### src/rtl/kbd_pkg.sv
// Shared types and constants for the PS/2 set-2 key decoder and its event FIFO.
package kbd_pkg;

    localparam logic [7:0] KBD_PFX_EXT = 8'hE0;
    localparam logic [7:0] KBD_PFX_BRK = 8'hF0;
    localparam logic [7:0] KBD_ERR0    = 8'h00;
    localparam logic [7:0] KBD_ERR1    = 8'hFF;
    localparam int         EVT_W       = 10;

    typedef enum logic [1:0] {
        S_IDLE,
        S_WAIT,
        S_DECODE
    } kbd_dec_state_t;

    typedef struct packed {
        logic       ext;
        logic       brk;
        logic [7:0] code;
    } kbd_evt_t;

endpackage

### src/rtl/kbd_evt_fifo.sv
// Synchronous key-event FIFO; full/empty from an extra pointer MSB, head read combinationally.
module kbd_evt_fifo
    import kbd_pkg::*;
#(
    parameter int DEPTH = 8
) (
    input  logic                     clk,
    input  logic                     rst,
    input  logic                     push,
    input  kbd_evt_t                 din,
    input  logic                     pop,
    output logic                     valid,
    output kbd_evt_t                 dout,
    output logic [$clog2(DEPTH):0]   count,
    output logic                     drop
);

    localparam int AW = $clog2(DEPTH);

    logic [AW:0] wr_ptr;
    logic [AW:0] rd_ptr;
    kbd_evt_t    mem [DEPTH];
    logic        empty;
    logic        full;
    logic        pop_ok;
    logic        push_ok;

    assign empty   = (wr_ptr == rd_ptr);
    assign full    = (wr_ptr[AW] != rd_ptr[AW]) && (wr_ptr[AW-1:0] == rd_ptr[AW-1:0]);
    assign pop_ok  = pop && !empty;
    // A pop in the same cycle frees the slot, so a push into a full FIFO still lands.
    assign push_ok = push && (!full || pop_ok);
    assign drop    = push && !push_ok;

    always_ff @(posedge clk or posedge rst) begin
        if (rst) begin
            wr_ptr <= '0;
            rd_ptr <= '0;
        end else begin
            if (push_ok) wr_ptr <= wr_ptr + 1'b1;
            if (pop_ok)  rd_ptr <= rd_ptr + 1'b1;
        end
    end

    always_ff @(posedge clk) begin
        if (push_ok) mem[wr_ptr[AW-1:0]] <= din;
    end

    assign count = wr_ptr - rd_ptr;
    assign valid = !empty;
    assign dout  = empty ? '0 : mem[rd_ptr[AW-1:0]];

endmodule

### src/rtl/ps2_key_decoder.sv
// Folds PS/2 set-2 E0/F0 prefixes into {ext, brk, code} events and queues them for the cpu.
// Optional repeat suppression: define KBD_TYPEMATIC_FILTER_EN.
//
//  state    | meaning
//  S_IDLE   | waiting for kbd_ready; pops and latches the head byte
//  S_WAIT   | lets ps2_kbd retire the popped byte
//  S_DECODE | applies byte_q to ext/brk or emits an event
module ps2_key_decoder
    import kbd_pkg::*;
#(
    parameter int FIFO_DEPTH = 8
) (
    input  logic                          clk,
    input  logic                          rst,
    input  logic [7:0]                    kbd_data,
    input  logic                          kbd_ready,
    output logic                          kbd_rdn,
    output logic                          evt_valid,
    output logic [EVT_W-1:0]              evt_data,
    input  logic                          evt_pop,
    output logic [$clog2(FIFO_DEPTH):0]   evt_count,
    output logic                          ovf,
    input  logic                          ovf_clr
);

    kbd_dec_state_t state, state_nxt;
    logic [7:0]     byte_q;
    logic           ext, ext_nxt;
    logic           brk, brk_nxt;
    logic           latch;
    logic           rdn_c;
    logic           push;
    logic           is_code;
    logic           repeat_hit;
    logic           drop;
    kbd_evt_t       evt_in;
    kbd_evt_t       evt_head;

    assign is_code = !(byte_q == KBD_PFX_EXT || byte_q == KBD_PFX_BRK ||
                       byte_q == KBD_ERR0    || byte_q == KBD_ERR1);
    assign evt_in  = '{ext: ext, brk: brk, code: byte_q};

    always_comb begin
        state_nxt = state;
        ext_nxt   = ext;
        brk_nxt   = brk;
        latch     = 1'b0;
        rdn_c     = 1'b1;
        push      = 1'b0;
        case (state)
            S_IDLE: begin
                if (kbd_ready) begin
                    rdn_c     = 1'b0;
                    latch     = 1'b1;
                    state_nxt = S_WAIT;
                end
            end
            S_WAIT: state_nxt = S_DECODE;
            S_DECODE: begin
                state_nxt = S_IDLE;
                if (byte_q == KBD_PFX_EXT) begin
                    ext_nxt = 1'b1;
                end else if (byte_q == KBD_PFX_BRK) begin
                    brk_nxt = 1'b1;
                end else begin
                    ext_nxt = 1'b0;
                    brk_nxt = 1'b0;
                    push    = is_code && !repeat_hit;
                end
            end
            default: state_nxt = S_IDLE;
        endcase
    end

    // Held high through reset so ps2_kbd never loses a byte to a pop that is about to be discarded.
    assign kbd_rdn = rdn_c | rst;

    always_ff @(posedge clk or posedge rst) begin
        if (rst) begin
            state  <= S_IDLE;
            byte_q <= '0;
            ext    <= 1'b0;
            brk    <= 1'b0;
        end else begin
            state <= state_nxt;
            ext   <= ext_nxt;
            brk   <= brk_nxt;
            if (latch) byte_q <= kbd_data;
        end
    end

`ifdef KBD_TYPEMATIC_FILTER_EN
    logic [8:0] last_make;
    logic       held;

    assign repeat_hit = !brk && held && ({ext, byte_q} == last_make);

    always_ff @(posedge clk or posedge rst) begin
        if (rst) begin
            last_make <= '0;
            held      <= 1'b0;
        end else if (state == S_DECODE && is_code) begin
            if (!brk) begin
                last_make <= {ext, byte_q};
                held      <= 1'b1;
            end else if ({ext, byte_q} == last_make) begin
                held <= 1'b0;
            end
        end
    end
`else
    assign repeat_hit = 1'b0;
`endif

    kbd_evt_fifo #(.DEPTH(FIFO_DEPTH)) u_fifo (
        .clk   (clk),
        .rst   (rst),
        .push  (push),
        .din   (evt_in),
        .pop   (evt_pop),
        .valid (evt_valid),
        .dout  (evt_head),
        .count (evt_count),
        .drop  (drop)
    );

    assign evt_data = evt_head;

    // A drop in the same cycle as ovf_clr keeps the flag set.
    always_ff @(posedge clk or posedge rst) begin
        if (rst)          ovf <= 1'b0;
        else if (drop)    ovf <= 1'b1;
        else if (ovf_clr) ovf <= 1'b0;
    end

endmodule

### config.mk
export PLATFORM = sky130hd
export DESIGN_NAME = ps2_key_decoder
export DESIGN_NICKNAME = d
export VERILOG_FILES = /design/src/rtl/kbd_pkg.sv /design/src/rtl/kbd_evt_fifo.sv /design/src/rtl/ps2_key_decoder.sv
export SDC_FILE = /design/constraint.sdc
export NUM_CORES = 1
export LEC_CHECK = 0
export BUFFER_PORTS_ARGS = -buffer_cell sky130_fd_sc_hd__buf_2
export CAP_MARGIN = 20
export CORE_MARGIN = 5
export CORE_UTILIZATION = 25
export CTS_BUF_LIST = sky130_fd_sc_hd__clkbuf_8
export CTS_CLUSTER_SIZE = 14
export DETAILED_ROUTE_END_ITERATION = 10
export GPL_TIMING_DRIVEN = 1
export HOLD_SLACK_MARGIN = 0.08
export SYNTH_ARGS = -nofsm -noshare
export SYNTH_HDL_FRONTEND = slang
export SYNTH_HIERARCHICAL = 1
export SYNTH_SLANG_ARGS = --single-unit
export TNS_END_PERCENT = 50
### constraint.sdc
create_clock -name clk -period 2.7 [get_ports clk]
set_clock_uncertainty 0.15 [all_clocks]
set_input_delay 0.405 -clock clk [delete_from_list [all_inputs] [get_ports clk]]
set_output_delay 0.405 -clock clk [all_outputs]
set_load 0.02 [all_outputs]
==> run metrics <==
outcome complete, no violations; Port Buf Inserts 29; number of synthesized register bits approximately 100; CP Buf/Inv Count 2; NumNets Final around 310; vias in the first global route roughly 2,300; Worst-Skew Late Latency 0.36 ns; vias per inst 4.210; CTS tree built; sw power around 0.002 W; kind of critical path reg -> out; Comb power frac 0.419; largest family of logic cells by synthesized area multiplexers; WL final just over 8000 microns; internal cell power 0.003294 W; CP Cell Sequence ha_1 > nand3_2 > nand2b_4 > buf_6 > nand3_1 > o21ai_1 > buf_4; commonest non-fill, non-tap cell in the layout edfxtp_1; Lkg Pwr ~1.8 nW; CTS Sinks 101; post-synthesis simple-gate area fraction 0.05697; Hold Crit Start kbd_data[2]; ratio of cells with drive above 1 in the final layout 0.3389; multiplexer area fraction after synthesis 0.1412; die span in y between 100 and 150 microns; CTS clk-pin slew, worst paths around 0.10 ns; Starting Density 0.2534; Layout Cells excl Fill between 500 and 600; Final Setup Violations 0; deepest clock path buffer count 2; cell row count between 40 and 50; Critical Path AT approximately 2.0 ns; most frequent cells in the layout edfxtp_1 (80), buf_2 (27), inv_1 (20), dfrtp_1 (20), buf_4 (20); # IOs 30; ANT cells 0; cell family with most CP delay flip-flops; wire length per cell roughly 16 microns; Cell Pwr Density roughly 1100 nW/um^2; Net Sw Frac 0.3745; root buffer cell clkbuf_8; Cells on Worst Hold Path 2; Reg2Reg Depth 6; Avg Synthesized Cell Area between 15 and 20 sq um; Syn-to-layout area delta 18.56%; Final Max Tran Viols 0; syn_nets around 260; synth top area cells edfxtp_1 (58%), dfrtp_1 (13%), mux4_2 (7.6%); period utilization 0.9449; largest net degree at the start of global routing 25; Core Region between 15,000 and 20,000 sq um; total track usage 0.08750; Max Cap Viol 0; die area about 19,000 sq um; Synth Cell Area between 4000 and 5000 sq um; Placer Congestion 0.7247; Post-Synth Adder-Cell Area 0.01979; Power Total about 0.0053 W; Die Wd ~140 microns; Sequential Power Share 0.409; hold path endpoint byte_q[2]; antenna violations before repair 0; Startpoint Class flip-flop; post-synthesis instance total roughly 240; crit path time final 2.551 ns; # DRC 0; CP Launch Point u_fifo/wr_ptr[1]; Unique masters post-synth 33; reg-to-reg slack, setup 0.26 ns; cts bufs inserted 9; reg2reg end u_fifo/mem[1][6]; largest area contributor in the netlist edfxtp_1; antenna viol nets, final 0; final hold violation count 0; achievable frequency 0.3920 GHz; synth warn 6; Synth Area in Compound Gates 0.02969; placed cell count roughly 500; Iter 0 DRT Violations between 90 and 100; router iterations before antenna repair 4; Synth top area share 0.5757; via count about 2,200; CP endpoint kind output port; register area share after synthesis 0.7016; Synth Area in XOR/XNOR 0.02069; Worst Path Required between 2 and 2.5 ns; relative slew slack 0.7101; dpl hpwl 5693 microns; Worst Path Max Fanout 14; worst vdd ir between 300 and 400 uV; r2r startpoint byte_q[0]; H-Tree Level Count 3; Worst Hold Class in -> reg; global-route wire length before repair between 10,000 and 15,000 microns; Crit-path slowest cell dfrtp_1; worst slew pin tran roughly 0.43 ns; clock share of power 0.172; total grt overflow 0; slowest stage delay, CP 0.47 ns
cells in the mapped netlist, drive strengths merged:
cell	count
nand2b	3
nand3	17
fa	1
and3	1
edfxtp	80
o21ba	1
buf	7
or3	1
inv	21
nor2b	2
a21o	2
mux4	20
o21ai	12
o311ai	1
or4	2
o21a	1
xor2	1
nor2	9
dfrtp	21
nor3b	1
nor3	2
nand2	7
mux2	10
ha	5
a21oi	3
xnor2	8
per-stage QoR:
step / hold WS [ns] / utilization / worst slack [ns] / setup TNS (ns) / instance area [sq um]
after floorplan: 0.07066 / - / 0.01878 / 0 / 4178
after global placement: 0.2438 / 0.2854 / 0.05561 / 0 / 4700
after detailed placement: 0.2557 / 0.2854 / 0.05088 / 0 / 4700
after CTS: 0.08734 / 0.2979 / 0.007032 / 0 / 4906
after global routing: 0.09147 / 0.3005 / -0.001480 / -0.001480 / 4947
final: 0.1192 / 0.3005 / 0.1489 / 0 / 4947
timing repair:
action,in CTS,in global routing
resized for setup,5,11
endpoints found under the setup margin,10,89
hold buffers,1,0
setup buffers,0,2
endpoints found under the hold margin,21,0
worst max path at each step:
stage                             endpoint  slack (ns)  depth (start not counted)
after global routing           evt_data[3]      -0.001                          7
after CTS                      evt_data[4]       0.007                          6
final                          evt_data[8]        0.15                          7
after global placement    u_fifo/mem[2][6]        0.06                          6
after floorplan           u_fifo/mem[2][0]        0.02                          6
after detailed placement  u_fifo/mem[0][7]        0.05                          6
cell type report:
class,count,area [sq um]
clock buffers,10,137.6
clock inverters,6,51.30
fillers,1667,11520
inverters,21,78.83
multi-input cells,110,1149
flip-flops and latches,101,2929
well taps,220,275.3
repair buffers,50,326.6
power by group through the flow:
stage / Sequential [W] / Clock [W] / Combinational (W)
after detailed placement: 0.00220 / 0 / 0.00215
after global routing: 0.00219 / 0.00101 / 0.00241
after CTS: 0.00216 / 0.000942 / 0.00217
after floorplan: 0.00218 / 0 / 0.00142
final: 0.00215 / 0.000907 / 0.00221
after global placement: 0.00218 / 0 / 0.00213
cell families (layout without fill, tap and decap cells):
family / after synthesis / in the layout
adders and majority gates: 6 / 6
xor gates and xnor gates: 9 / 9
DFF: 101 / 101
AOI/OAI and AO/OA: 20 / 20
buffers and inverters: 28 / 87
and+or+nand+nor: 45 / 45
muxes: 30 / 30
per-layer routing:
layer / wire length, microns / global-route usage / vias to the layer above
met4: 177 / 0.04325 / 0
met3: 131 / 0.01379 / 10
li1: - / - / 1019
met5: 0 / 0 / -
met2: 3888 / 0.1370 / 29
met1: 3880 / 0.1187 / 1123
registers in the layout, indices dropped and copies added (netlist names):
name	flops
brk	1
byte_q	8
ext	1
ovf	1
state	2
u_fifo/mem	80
u_fifo/rd_ptr	4
u_fifo/wr_ptr	4
No activity file was read; power rests on OpenSTA's default activity.
